## config.mk

```make
export PLATFORM = sky130hd
export DESIGN_NAME = noc_axi4_bridge_resp_track
export DESIGN_NICKNAME = d
export VERILOG_FILES = /design/src/rtl/noc_axi4_bridge_pkg.sv /design/src/rtl/noc_axi4_bridge_id_alloc.sv /design/src/rtl/noc_axi4_bridge_resp_track.sv
export SDC_FILE = /design/constraint.sdc
export NUM_CORES = 1
export LEC_CHECK = 0
export BUFFER_PORTS_ARGS = -buffer_cell sky130_fd_sc_hd__buf_2
export CORE_UTILIZATION = 40
export CTS_CLUSTER_DIAMETER = 200
export CTS_CLUSTER_SIZE = 16
export DETAILED_ROUTE_END_ITERATION = 16
export PLACE_DENSITY = 0.61
export SYNTH_ARGS = -nofsm -noshare
export SYNTH_HDL_FRONTEND = slang
export SYNTH_SLANG_ARGS = --single-unit
```

## constraint.sdc

```tcl
create_clock -name clk -period 5.4 [get_ports clk]
set_input_delay 0.27 -clock clk [delete_from_list [all_inputs] [get_ports clk]]
set_output_delay 0.27 -clock clk [all_outputs]
set_load 0.05 [all_outputs]
```

## src/rtl/noc_axi4_bridge_pkg.sv

```systemverilog
// -----------------------------------------------------------------------------
// noc_axi4_bridge_pkg
// Shared types for the NoC-AXI4 bridge response tracker.
//   - NUM_IDS_DEF : default number of outstanding transactions / AXI IDs
//   - resp_e      : AXI RRESP/BRESP encoding
//   - slot_t      : one tracking slot {vld, hdr}
//   - resp_is_err : true for SLVERR/DECERR
// Width macros MSG_HEADER_WIDTH and AXI4_DATA_WIDTH get defaults here when the
// surrounding build does not provide them.
// -----------------------------------------------------------------------------
`ifndef MSG_HEADER_WIDTH
`define MSG_HEADER_WIDTH 64
`endif
`ifndef AXI4_DATA_WIDTH
`define AXI4_DATA_WIDTH 64
`endif

package noc_axi4_bridge_pkg;

   localparam int NUM_IDS_DEF = 4;
   localparam int HDR_W       = `MSG_HEADER_WIDTH;
   localparam int DATA_W      = `AXI4_DATA_WIDTH;

   typedef enum logic [1:0] {
      RESP_OKAY   = 2'b00,
      RESP_EXOKAY = 2'b01,
      RESP_SLVERR = 2'b10,
      RESP_DECERR = 2'b11
   } resp_e;

   typedef struct packed {
      logic             vld;
      logic [HDR_W-1:0] hdr;
   } slot_t;

   function automatic logic resp_is_err(input resp_e resp);
      return (resp == RESP_SLVERR) || (resp == RESP_DECERR);
   endfunction

endpackage

```

## src/rtl/noc_axi4_bridge_id_alloc.sv

```systemverilog
// -----------------------------------------------------------------------------
// noc_axi4_bridge_id_alloc
// Lowest-free-slot priority encoder plus occupancy popcount.
// Ports:
//   slot_vld_i [NUM_IDS]   occupancy vector (registered view)
//   free_id_o  [ID_WIDTH]  lowest index with slot_vld_i=0; 0 when full
//   free_o                 at least one slot is free
//   count_o    [ID_WIDTH+1] number of occupied slots
// -----------------------------------------------------------------------------
module noc_axi4_bridge_id_alloc
   import noc_axi4_bridge_pkg::*;
#(
   parameter int NUM_IDS  = NUM_IDS_DEF,
   parameter int ID_WIDTH = $clog2(NUM_IDS)
) (
   input  logic [NUM_IDS-1:0]  slot_vld_i,
   output logic [ID_WIDTH-1:0] free_id_o,
   output logic                free_o,
   output logic [ID_WIDTH:0]   count_o
);

   // Scan high to low so the last assignment wins with the lowest free index.
   always_comb begin
      free_id_o = '0;
      for (int i = NUM_IDS - 1; i >= 0; i--) begin
         if (!slot_vld_i[i]) free_id_o = ID_WIDTH'(i);
      end
   end

   always_comb begin
      count_o = '0;
      for (int i = 0; i < NUM_IDS; i++) begin
         count_o = count_o + {{ID_WIDTH{1'b0}}, slot_vld_i[i]};
      end
   end

   assign free_o = ~&slot_vld_i;

endmodule

```

## src/rtl/noc_axi4_bridge_resp_track.sv

```systemverilog
// -----------------------------------------------------------------------------
// noc_axi4_bridge_resp_track
// Tracks outstanding AXI4 transactions of the NoC-AXI4 bridge: allocates an
// AXI ID per request, stores its NoC header, matches R/B responses back by ID
// and presents {header, data} through a one-entry output register.
// Ports:
//   clk, rst                        clock, synchronous active-high reset
//   alloc_val/alloc_rdy/alloc_header/alloc_id   ID allocation handshake
//   m_axi_r*  (rvalid/rready/rid/rdata/rresp/rlast)  AXI read response
//   m_axi_b*  (bvalid/bready/bid/bresp)              AXI write response
//   header_out/data_out/out_val/out_rdy              output register
//   outstanding                     number of occupied slots
//   spurious                        sticky: response for a free ID seen
//   err_cnt (NOC_AXI4_BRIDGE_RESP_ERR_EN only)  saturating error counter
// Optional feature macro: NOC_AXI4_BRIDGE_RESP_ERR_EN
//   defined   : SLVERR/DECERR on R forwards all-ones data; R/B errors counted
//   undefined : err_cnt absent, response codes ignored
// -----------------------------------------------------------------------------
`ifndef MSG_HEADER_WIDTH
`define MSG_HEADER_WIDTH 64
`endif
`ifndef AXI4_DATA_WIDTH
`define AXI4_DATA_WIDTH 64
`endif

module noc_axi4_bridge_resp_track
   import noc_axi4_bridge_pkg::*;
#(
   parameter int NUM_IDS  = NUM_IDS_DEF,
   parameter int ID_WIDTH = $clog2(NUM_IDS)
) (
   input  logic                         clk,
   input  logic                         rst,
   input  logic                         alloc_val,
   output logic                         alloc_rdy,
   input  logic [`MSG_HEADER_WIDTH-1:0] alloc_header,
   output logic [ID_WIDTH-1:0]          alloc_id,
   input  logic                         m_axi_rvalid,
   output logic                         m_axi_rready,
   input  logic [ID_WIDTH-1:0]          m_axi_rid,
   input  logic [`AXI4_DATA_WIDTH-1:0]  m_axi_rdata,
   input  logic [1:0]                   m_axi_rresp,
   input  logic                         m_axi_rlast,
   input  logic                         m_axi_bvalid,
   output logic                         m_axi_bready,
   input  logic [ID_WIDTH-1:0]          m_axi_bid,
   input  logic [1:0]                   m_axi_bresp,
   output logic [`MSG_HEADER_WIDTH-1:0] header_out,
   output logic [`AXI4_DATA_WIDTH-1:0]  data_out,
   output logic                         out_val,
   input  logic                         out_rdy,
`ifdef NOC_AXI4_BRIDGE_RESP_ERR_EN
   output logic [7:0]                   err_cnt,
`endif
   output logic [ID_WIDTH:0]            outstanding,
   output logic                         spurious
);

   slot_t                        slot_q [NUM_IDS];
   logic [NUM_IDS-1:0]           slot_vld_q;
   logic [NUM_IDS-1:0]           slot_vld_d;
   logic                         out_val_q,  out_val_d;
   logic [`MSG_HEADER_WIDTH-1:0] header_q,   header_d;
   logic [`AXI4_DATA_WIDTH-1:0]  data_q,     data_d;
   logic                         spurious_q, spurious_d;

   logic                         take;
   logic                         r_acc, b_acc, rsp_acc, hit, alloc_fire;
   logic [ID_WIDTH-1:0]          rsp_id;
   logic [`AXI4_DATA_WIDTH-1:0]  rsp_data;

   always_comb begin
      for (int i = 0; i < NUM_IDS; i++) slot_vld_q[i] = slot_q[i].vld;
   end

   noc_axi4_bridge_id_alloc #(
      .NUM_IDS  (NUM_IDS),
      .ID_WIDTH (ID_WIDTH)
   ) u_id_alloc (
      .slot_vld_i (slot_vld_q),
      .free_id_o  (alloc_id),
      .free_o     (alloc_rdy),
      .count_o    (outstanding)
   );

   // Output register can take a new entry when empty or draining this cycle.
   assign take         = ~out_val_q | out_rdy;
   assign m_axi_rready = take;
   assign m_axi_bready = take & ~m_axi_rvalid;

   assign r_acc      = m_axi_rvalid & take;
   assign b_acc      = m_axi_bvalid & take & ~m_axi_rvalid;
   assign rsp_acc    = r_acc | b_acc;
   assign rsp_id     = r_acc ? m_axi_rid : m_axi_bid;
   assign hit        = rsp_acc & slot_q[rsp_id].vld;
   assign alloc_fire = alloc_val & alloc_rdy;

`ifdef NOC_AXI4_BRIDGE_RESP_ERR_EN
   logic       r_err, b_err;
   logic [7:0] err_cnt_q, err_cnt_d;
   logic       unused_rlast;

   assign unused_rlast = m_axi_rlast;
   assign r_err = r_acc & resp_is_err(resp_e'(m_axi_rresp));
   assign b_err = b_acc & resp_is_err(resp_e'(m_axi_bresp));

   always_comb begin
      rsp_data = '0;
      if (r_acc) rsp_data = r_err ? '1 : m_axi_rdata;
   end

   always_comb begin
      err_cnt_d = err_cnt_q;
      if ((r_err | b_err) && (err_cnt_q != 8'hFF)) err_cnt_d = err_cnt_q + 8'd1;
   end

   always_ff @(posedge clk) begin
      if (rst) err_cnt_q <= 8'd0;
      else     err_cnt_q <= err_cnt_d;
   end

   assign err_cnt = err_cnt_q;
`else
   logic unused_resp;

   // Response codes and rlast carry no meaning in this build.
   assign unused_resp = ^{m_axi_rresp, m_axi_bresp, m_axi_rlast};

   assign rsp_data = r_acc ? m_axi_rdata : '0;
`endif

   // Alloc and free never target the same slot: alloc_id always points at a
   // slot that is currently free, while a hit only frees an occupied one.
   always_comb begin
      slot_vld_d = slot_vld_q;
      if (hit)        slot_vld_d[rsp_id]   = 1'b0;
      if (alloc_fire) slot_vld_d[alloc_id] = 1'b1;
   end

   always_comb begin
      out_val_d  = out_val_q;
      header_d   = header_q;
      data_d     = data_q;
      spurious_d = spurious_q;
      if (hit) begin
         out_val_d = 1'b1;
         header_d  = slot_q[rsp_id].hdr;
         data_d    = rsp_data;
      end else if (out_rdy) begin
         out_val_d = 1'b0;
      end
      if (rsp_acc && !hit) spurious_d = 1'b1;
   end

   always_ff @(posedge clk) begin
      for (int i = 0; i < NUM_IDS; i++) begin
         if (rst) slot_q[i].vld <= 1'b0;
         else     slot_q[i].vld <= slot_vld_d[i];
         if (alloc_fire && (alloc_id == ID_WIDTH'(i))) slot_q[i].hdr <= alloc_header;
      end
   end

   always_ff @(posedge clk) begin
      if (rst) begin
         out_val_q  <= 1'b0;
         header_q   <= '0;
         data_q     <= '0;
         spurious_q <= 1'b0;
      end else begin
         out_val_q  <= out_val_d;
         header_q   <= header_d;
         data_q     <= data_d;
         spurious_q <= spurious_d;
      end
   end

   assign out_val    = out_val_q;
   assign header_out = header_q;
   assign data_out   = data_q;
   assign spurious   = spurious_q;

endmodule

```

; Yosys cells after proc, flatten, opt, wreduce, memory -nomap -nowiden
; Memories as Yosys holds them, arrays and structs flattened.
; Cells that the tools add are included.
[classes]
addsub = 3
n_lt_le_gt_ge = 4
eq_ne = 3
muxes = 29
bitwise = 17
n_reduce_logical = 12
[ops]
columns = operator, count
row1 = 64-bit 2-to-1 mux, 1
row2 = 1-bit 2-to-1 mux, 19
row3 = 2-bit 2-to-1 mux, 5
row4 = 4-bit 2-to-1 mux, 2
row5 = 1-bit logical AND, 7
row6 = 3-bit by 1-bit adder with 3-bit output, 2
row7 = 1-bit AND, 6
row8 = "2-bit by 3-bit less-than comparator with 1-bit output, second input constant", 2
row9 = 1-bit bitwise OR, 6
row10 = 4-bit AND, 1
row11 = 1-bit demux with 2-bit select, 2
row12 = "2-bit equality test, second input constant", 2
row13 = "2-bit by 1-bit >= comparator with 1-bit output, second input constant", 2
row14 = 4-bit NOT, 1
row15 = 4-bit bitwise OR, 1
row16 = 4-bit AND reduction, 1
row17 = 1-bit by 1-bit adder with 2-bit output, 1
row18 = "2-bit by 1-bit equality test with 1-bit output, second input constant", 1
row19 = 1-bit zero test, 2
row20 = 2-bit zero test, 1
row21 = 1-bit NOT, 2
row22 = 2-bit nonzero test, 1
[word_totals]
reg_bits = 130
mem_bits_rw = 260
inputBits = 143
output_inout_bits = 138
word_cells = 73
mem_count = 1
[memory_table]
columns = name, depth, width, rd, rd_ports_with_merged_regs, write_ports, line_no
row1 = slot_q, 4, 65, 5, 0, 4, noc_axi4_bridge_resp_track.sv:59  ; slot_t slot_q [NUM_IDS];

; Logic depth before layout (Yosys ltp)
; Gate-level depths: netlist of run 1.
[depth]
ltp_word = 14
depth_mapped = 11

; Cells and area by module
; A second synthesis of run 1 with hierarchy kept.
[hier_totals]
hier_cells = 1206
hier_area_um2 = 14856.7
[by_module_without_submodules]
columns = module, n_inst, cells_per_inst, area_each_um2, seq_area_each_um2
row1 = noc_axi4_bridge_resp_track, 1, 1193, 14752.9, 10369.9
row2 = noc_axi4_bridge_id_alloc, 1, 13, 103.8, 0.0

; Least setup slack after synthesis of run 1
; OpenSTA, ideal clock, no wires.
[synth_path]
path_type = register -> register
startpoint = memory slot_q[1][64] in the netlist's numbering
endpoint = memory slot_q[1][0] in the netlist's numbering, enable pin
setup_time_ns = 0.582
arrival_ns = 5.834
required_ns = 4.818
slack_ns = -1.016
stages_incl_launch_ff = 4
path_buffers = 0
period_less_slack_ns = 6.416
path_cell_list = dfxtp_1 > ha_1 > nand3_1 > nor3b_1
[synth_lines]
columns = element, line_no
row1 = "start, declared", noc_axi4_bridge_resp_track.sv:59

; Final worst setup path of run 1
[layout_path]
startpoint = register out_val_q (netlist: out_val)
endpoint = register header_q[40] (netlist: header_out[40]), read port of slot_q
[layout_via]
elab_chain_cells = 6
elab_cells_between_ends = 9
cone_classes = mux (1) / bitwise (7) / memory (1)
[layout_rtl]
columns = element, line_no
row1 = "start, declared", noc_axi4_bridge_resp_track.sv:62  ; logic out_val_q, out_val_d;
row2 = "start signal, assigned", noc_axi4_bridge_resp_track.sv:170  ; out_val_q <= out_val_d;
row3 = 1-bit NOT (*), noc_axi4_bridge_resp_track.sv:87  ; assign take = ~out_val_q | out_rdy;
row4 = 1-bit bitwise OR (*), noc_axi4_bridge_resp_track.sv:87
row5 = "1-bit AND, on equally long branches", "noc_axi4_bridge_resp_track.sv:91, noc_axi4_bridge_resp_track.sv:92"
row6 = 2-bit 2-to-1 mux / 1-bit AND (equally long branches), "noc_axi4_bridge_resp_track.sv:94, noc_axi4_bridge_resp_track.sv:92"
row7 = memory read 4 x 65 bit / 1-bit bitwise OR (equally long branches), -
row8 = 1-bit AND, noc_axi4_bridge_resp_track.sv:95  ; assign hit = rsp_acc & slot_q[rsp_id].vld;
row9 = "end, declared", noc_axi4_bridge_resp_track.sv:63  ; logic [`MSG_HEADER_WIDTH-1:0] header_q, header_d;
; Every way passes the cells marked *; elsewhere a longest branch is shown, timed or not.
; A chain may end at the register's enable or synchronous reset.

==> results.tsv, run 1 <==
stage	metric	value	unit
pwr	internal-power	4560	uW
worst_setup_path	setup.worst_path.class	flip-flop to flip-flop	
timing	slew_viol_final	0	
timing	setup_tns	0	ns
cells_and_area	drive_above_1_share	22.8	%
timing	period_needed	3.01	ns
timing	final_hold_viol_count	0	
clock_tree	tritoncts.num_buffers	28	
cells_and_area	number_of_non_filler_instances_in_the_completed_layout	1951	
worst_setup_path	path_max_fanout	90	
pwr	power.switching	1640	uW
global_routing	overflow	0	
timing	rsz_0062_raised_after_global_routing	no	
worst_setup_path	critical_path_required	5.84	ns
routing	post_drt_via_cell_ratio	5.16	
synthesis	synth_enable_flop_cells	256	
worst_setup_path	worstPathCellList	nor2b_4 -> nor2_4 -> buf_4 -> o21ai_1 -> o32a_2 -> buf_12 -> a221o_1 -> a21oi_1	
timing	post-route-period-util	55.7	%
floorplan	pin_count	281	
placement	finalWeightedCongestion	0.791	
global_routing	first_global_vias	9742	
synthesis	synth.top_cell.area_share	53.1	%
pwr	powerDensity	339	nW/um^2
clock_tree	clkSinkCount	390	
synthesis	synth_top_area_cell	edfxtp_1	
pwr	power.sequential.fraction	54.0	%
floorplan	die_height	192	um
global_routing	number_of_antenna_violations_at_the_first_check_in_global_routing	0	
synthesis	yosys_register_bits	390	
synthesis	post_synth_main_area_contributors	edfxtp_1 53%, dfxtp_1 19%, a21oi_1 6.8%	
floorplan	die_width	192	um
routing	wl_per_cell	18.0	um
clock_tree	max-clock-path-buffers	3	
worst_setup_path	cp_data_arrival_time	3.44	ns
pwr	power.switching_fraction	26.4	%
routing	drt-pass1-iter-count	5	
clock_tree	cts.htree.levels	1	
global_routing	pin_count_of_the_biggest_net_entering_global_routing	102	
flow_run	number_of_max_cap_violations	0	
timing	timing.fmax	0.333	GHz
clock_tree	worstSkewPairLatency	0.58	ns
worst_setup_path	critPathTopFamily	compound AO/OA/AOI/OAI gates	
cells_and_area	area_growth_syn_to_layout	26.3	%
worst_setup_path	timing.reg2reg.setup_slack	2.39	ns
clock_tree	clockRootBuffer	clkbuf_16	
clock_tree	ctsResizeCount	0	
synthesis	yosys_warnings	0	
synthesis	ys_flop_type	edfxtp_1	
worst_setup_path	highest_cell_delay_on_the_worst_timing_path	0.67	ns
clock_tree	clk_pin_slew_worst_paths	0.08	ns
pwr	ir_drop	0.253	mV
synthesis	post-synth-top-count-cell	edfxtp_1	
synthesis	post_synth_num_cell_types	35	
placement	count_of_input_and_output_buffers	275	
cells_and_area	utilization_of_the_core_after_routing	51.4	%
synthesis	synthesis.nets	1258	
worst_setup_path	critPathCaptureType	flip-flop	
synthesis	synth-async-reset-ratio	0	%
routing	dr_total_vias	10100	
pwr	power_frac_clock	31.9	%
routing	wirelength	35100	um
floorplan	placementRows	69	
cells_and_area	nFillCells	3065	
routing	detailed_route_drc_error_count	0	
worst_setup_path	critPathLaunchType	flip-flop	
timing	timing_worst_slew_pin_value	0.946	ns
outcome	outcome	complete, no violations	
worst_setup_path	crit_buf_inv	2	
timing	setup_violations	0	
synthesis	post_synth_inst_count	1112	
synthesis	syn-cell-area	14500	sq um
placement	hpwlAfterDp	20100	um
timing	timing.max_slew.rel_slack	36.9	%
synthesis	ys_top_cells_by_count	256 x edfxtp_1, 197 x nand2_1, 196 x a21oi_1	
global_routing	groute.usage.overall	18.1	%
routing	postRouteAntennaNets	0	
timing	skew	0.0248	ns
cells_and_area	design.final.nets	1615	
synthesis	post_synth.cell_area_avg	13.0	sq um
pwr	leakagePower	0.00689	uW
clock_tree	tritoncts	done	
floorplan	core_area	35600	sq um
pwr	power_frac_comb	14.1	%
synthesis	synth_seq_area_share	71.7	%
hold_path	holdCritPathClass	input port to flip-flop	
routing	drt_iter0_markers	446	
placement	dp_cells	1777	
cells_and_area	antenna-diode-count	0	
global_routing	grt_pass1_wl	52200	um
floorplan	full_die_area	36900	sq um
worst_setup_path	critical-path-slowest-cell	o32a_2	
floorplan	floorplan.initialDensity	40.7	%
-- final cells by class --
type	count	area, sq um	area share, %
repair buffers	415	2760	15.1
multi-input cells	632	3740	20.5
clock buffers	49	779	4.26
well taps	461	577	3.15
clock inverters	2	41.3	0.226
flip-flops and latches	390	10400	56.7
inverters	2	10.0	0.0547
-- worst reg2reg max path, cell delays in order (launching register included) --
cell,delay (ns)
dfxtp_1,0.33
nor2b_4,0.32
nor2_4,0.04
buf_4,0.31
o21ai_1,0.41
o32a_2,0.67
buf_12,0.44
a221o_1,0.30
a21oi_1,0.07
-- metal layers --
layer	global-route usage, %	vias to the layer above	part of all wire (%)
met3	3.65	37	6.7
met4	4.27	0	2.0
met2	33.4	313	50
met5	0	-	0
li1	-	4833	-
met1	21.3	4890	41
-- power by group through the flow --
stage	registers [uW]	logic, uW	clock network, uW
floorplan	3620	362	0
global placement	3410	799	0
detailed placement	3420	809	0
CTS	3350	883	2040
global route	3360	942	2140
finish	3350	874	1980
-- cells by family after synthesis --
| group | after synthesis | share of synthesized area (%) |
|---|---|---|
| and+or+nand+nor | 288 | 8.39 |
| muxes | 69 | 4.80 |
| buffers and inverters | 90 | 2.97 |
| DFF | 390 | 71.7 |
| adders and majority gates | 3 | 0.311 |
| AOI/OAI and AO/OA | 272 | 11.9 |
-- per-stage QoR --
stage / power, uW / instance area [sq um] / setup slack, ns / hold slack [ns]
after floorplan: 3980 / 14500 / 0.512 / 0.369
after global placement: 4210 / 16200 / 2.38 / 0.436
after detailed placement: 4220 / 16200 / 2.34 / 0.441
after CTS: 6270 / 18300 / 2.41 / 0.00184
after global routing: 6440 / 18300 / 2.21 / 0.00133
final: 6200 / 18300 / 2.39 / 0.0195
-- layout by cell type, fill, tap and decap left out, types with 2 or more instances in the layout --
master / count
a21oi_1: 195
a221o_1: 64
a311oi_1: 3
buf_12: 2
buf_2: 274
buf_4: 16
clkbuf_1: 21
clkbuf_16: 28
dfxtp_1: 134
dlygate4sd3_1: 123
edfxtp_1: 256
ha_1: 2
mux2_2: 3
mux2i_1: 66
nand2_1: 197
nand3_1: 69
nor2_1: 9
nor3b_4: 2
o21ai_1: 3
-- final timing paths --
| check | startpoint | endpoint | depth (start not counted) |
|---|---|---|---|
| worst max-delay path | out_val | header_out[40] | 8 |
| worst min-delay path | m_axi_rdata[62] | data_out[62] | 3 |
| worst max register to register | out_val | header_out[40] | 8 |
| worst min register to register | header_out[7] | header_out[7] | 2 |
-- flip-flops by register name (all words and copies together) (netlist names) --
signal,count
slot_q,260
data_out,64
header_out,64
out_val,1
spurious,1
-- what timing repair did --
| action | CTS | global route |
|---|---|---|
| buffers inserted | 0 | 0 |
| hold buffers | 123 | 0 |
| hold endpoints to repair | 319 | 0 |
Power figures use the tool's default switching activity.
==> inputs of run 2 (changes only) <==
ABC_AREA = 1   (was not set)
clock period = 2.5 ns   (was 5.4 ns; I/O delays follow)
==> run 2 against run 1 <==
Net effect: register-to-register slack lost 2.0 ns; sequential cell count unchanged; cell count rose by 24%; critical endpoint is now outstanding[1]; largest cell class unchanged.
==> results.tsv, run 2 <==
stage	metric	value	unit	change
worst_setup_path	cp_data_arrival_time	2.16	ns	-1.28 ns
cells_and_area	largest_register	slot_q		
worst_setup_path	timing.reg2reg.setup_slack	0.43	ns	-1.96 ns
pwr	power_frac_comb	19.4	%	+5.3 points
synthesis	post_synth.cell_area_avg	10.0	sq um	-23%
cells_and_area	design.final.nets	2029		+26%
worst_setup_path	timing.rr.start	slot_q[0][64]		
global_routing	groute.usage.overall	19.2	%	+1.1 points
clock_tree	cts.htree.levels	1		unchanged
synthesis	synth.top_cell.area_share	50.6	%	-2.5 points
synthesis	post_synth_inst_count	1516		+36%
routing	postRouteAntennaNets	0		unchanged
clock_tree	worstSkewPairLatency	0.57	ns	about the same
synthesis	post_synth_main_area_contributors	edfxtp_1 51%, dfxtp_1 18%, nand2_1 11%		
routing	wl_per_cell	15.7	um	-13%
global_routing	pin_count_of_the_biggest_net_entering_global_routing	108		+5.9%
routing	routed-wl-met2	18100	um	+3.1%
clock_tree	tritoncts.num_buffers	28		unchanged
cells_and_area	number_of_non_filler_instances_in_the_completed_layout	2417		+24%
synthesis	synth_seq_area_share	68.3	%	-3.4 points
global_routing	overflow	0		unchanged
synthesis	yosys.area_share.xor_xnor	0	%	unchanged
synthesis	post_synth_num_cell_types	21		-40%
timing	period_needed	2.29	ns	
pwr	power.sequential.fraction	50.8	%	-3.2 points
floorplan	core_area	37500	sq um	+5.4%
synthesis	synth_top_area_cell	edfxtp_1		
pwr	powerDensity	748	nW/um^2	+120%
synthesis	synth-async-reset-ratio	0	%	unchanged
timing	timing_worst_slew_pin_value	0.783	ns	-0.163 ns
worst_setup_path	critical_path_required	2.38	ns	-3.46 ns
placement	count_of_input_and_output_buffers	275		unchanged
worst_setup_path	worst_reg2reg_path_depth	7		-1
synthesis	synth-adder-area-share	0.297	%	-0.015 points
routing	metal_1_wl	16600	um	+15%
synthesis	fraction_of_synthesized_area_in_multiplexers	0	%	-4.8 points
placement	dp_cells	2236		+26%
clock_tree	max-clock-path-buffers	3		unchanged
pwr	internal-power	10200	uW	+120%
synthesis	synth_enable_flop_cells	256		unchanged
global_routing	grt_pass1_wl	58800	um	+13%
cells_and_area	utilization_of_the_core_after_routing	51.7	%	+0.35 points
hold_path	worst_hold_path.num_cells	5		+2
outcome	outcome	complete, no violations		
floorplan	die_width	197	um	+2.4%
pwr	ir_drop	0.548	mV	+120%
worst_setup_path	critPathCaptureType	output pin		
worst_setup_path	setup.worst_path.class	flip-flop to output pin		
clock_tree	clk_pin_slew_worst_paths	0.08	ns	about the same
synthesis	synthesis.nets	1662		+32%
synthesis	largest_family_of_logic_cells_by_synthesized_area	simple AND/OR/NAND/NOR gates		
clock_tree	clkSinkCount	390		unchanged
worst_setup_path	critPathLaunchType	flip-flop		
timing	slew_viol_final	0		unchanged
worst_setup_path	crit_start	slot_q[0][64]		
flow_run	number_of_max_cap_violations	0		unchanged
global_routing	first_global_vias	10900		+11%
routing	drt-pass1-iter-count	5		unchanged
timing	skew	0.0242	ns	-0.000662 ns
pwr	power.switching	4290	uW	+160%
timing	setup_violations	0		unchanged
clock_tree	tritoncts	done		
placement	finalWeightedCongestion	0.777		-1.7%
cells_and_area	final_cell_mix	464 x nand2_1, 275 x buf_2, 256 x edfxtp_1		
pwr	power.switching_fraction	29.6	%	+3.1 points
pwr	post-layout-total-power	14500	uW	+130%
cells_and_area	area_growth_syn_to_layout	27.7	%	
routing	highest-signal-layer	met4		
routing	drt_iter0_markers	552		+24%
clock_tree	clockRootBuffer	clkbuf_16		
timing	timing.fmax	0.438	GHz	
placement	hpwlAfterDp	22000	um	+9.6%
synthesis	ys_top_cells_by_count	465 x nand2_1, 256 x edfxtp_1, 205 x nor2_1		
routing	detailed_route_drc_error_count	0		unchanged
pwr	power_frac_clock	29.8	%	-2.1 points
cells_and_area	largest_reg_flops	260		unchanged
global_routing	number_of_antenna_violations_at_the_first_check_in_global_routing	1		+1
routing	post_drt_via_cell_ratio	4.76		-7.9%
cells_and_area	drive_above_1_share	18.9	%	-3.8 points
worst_setup_path	path_max_fanout	3		-97%
floorplan	full_die_area	38800	sq um	+4.9%
timing	post-route-period-util	91.4	%	
floorplan	die_height	197	um	+2.4%
worst_setup_path	worst_r2r_endpoint	slot_q[0][28]		
routing	dr_total_vias	11500		+14%
synthesis	ys_flop_type	edfxtp_1		
synthesis	syn-cell-area	15200	sq um	+5.0%
routing	wirelength	37900	um	+8.2%
floorplan	pin_count	281		unchanged
synthesis	synth-compound-area-share	2.39	%	-9.5 points
timing	final_hold_viol_count	0		unchanged
floorplan	placementRows	71		+2.9%
floorplan	floorplan.initialDensity	40.5	%	-0.17 points
cells_and_area	mostFrequentLayoutCell	nand2_1		
timing	rsz_0062_raised_after_global_routing	no		
synthesis	post-synth-top-count-cell	nand2_1		
worst_setup_path	crit_end	outstanding[1]		
cells_and_area	nFillCells	3346		+9.2%
hold_path	holdCritPathClass	input port to flip-flop		
synthesis	synth_simple_gate_area_share	22.5	%	+14 points
routing	met3_routed_wirelength	2610	um	+12%
synthesis	yosys_register_bits	390		unchanged
synthesis	yosys_warnings	0		unchanged
pwr	leakagePower	0.00802	uW	+16%
timing	timing.max_slew.rel_slack	47.8	%	+11 points
## run 2: cell types whose count changed in the layout (fill, tap and decap cells not counted), sizes merged, moves of 4 or more
cell / change
o21ai: -4
a221o: -64
a21oi: -126
inv: +142
nand2: +272
buf: +8
nor2: +196
dlygate4sd3: +5
nand3: -62
mux2i: -66
nand4: +132
## run 2: how the worst min path moves through the flow
stage	to	slack [ns]	from
2_1_floorplan	slot_q[0][0]	0.22	alloc_header[0]
3_3_place_gp	slot_q[0][10]	0.34	alloc_header[10]
3_5_place_dp	slot_q[3][35]	0.34	alloc_header[35]
4_1_cts	data_out[32]	0.005	m_axi_rdata[32]
5_1_grt	data_out[32]	0.02	m_axi_rdata[32]
6_report	data_out[32]	0.04	m_axi_rdata[32]
## run 2: logic make-up after synthesis
family / Yosys count
AOI/OAI and AO/OA: 72
adders and majority gates: 3
and+or+nand+nor: 815
buffers and inverters: 236
DFF: 390
## run 2: timing repair
| action | in CTS | in global routing |
|---|---|---|
| endpoints found under the hold margin | 320 | 0 |
| hold buffers | 128 | 0 |
| resized for setup | 0 | 0 |
| buffers inserted | 0 | 0 |
## run 2: critical path: stages (launching register included)
cell     delay (ns)
dfxtp_1        0.39
ha_1           0.26
fa_1           0.37
ha_1           0.29
buf_2          0.27
## run 2: power groups by stage
stage / Sequential (uW) / Combinational [uW] / Clock, uW
after floorplan: 8240 / 1170 / 0
after global placement: 7510 / 2660 / 0
after detailed placement: 7520 / 2670 / 0
after CTS: 7380 / 2840 / 4470
after global routing: 7410 / 3070 / 4670
final: 7380 / 2810 / 4320
## run 2: per-stage QoR
step / setup slack, ns / instance area (sq um) / hold WS (ns) / setup TNS [ns]
after floorplan: -0.0799 / 15300 / 0.224 / -10.77
after global placement: 0.478 / 17300 / 0.336 / 0
after detailed placement: 0.436 / 17300 / 0.340 / 0
after CTS: 0.161 / 19400 / 0.00469 / 0
after global routing: 0.115 / 19400 / 0.0248 / 0
final: 0.215 / 19400 / 0.0351 / 0
## run 2: final cells by class
cell class              instances  area (sq um)  area share, %
diodes                          2          5.00         0.0258
clock buffers                  50           805           4.15
clock inverters                 1          11.3         0.0580
inverters                     145           548           2.82
well taps                     511           639           3.30
multi-input cells             890          3930           20.3
repair buffers                428          3080           15.9
flip-flops and latches        390         10400           53.5
## run 2: routing by layer
| layer | up-vias | global-route usage [%] |
|---|---|---|
| met5 | - | 0 |
| met4 | 0 | 4.34 |
| met3 | 41 | 3.51 |
| met2 | 372 | 33.5 |
| met1 | 5370 | 24.7 |
| li1 | 5710 | - |
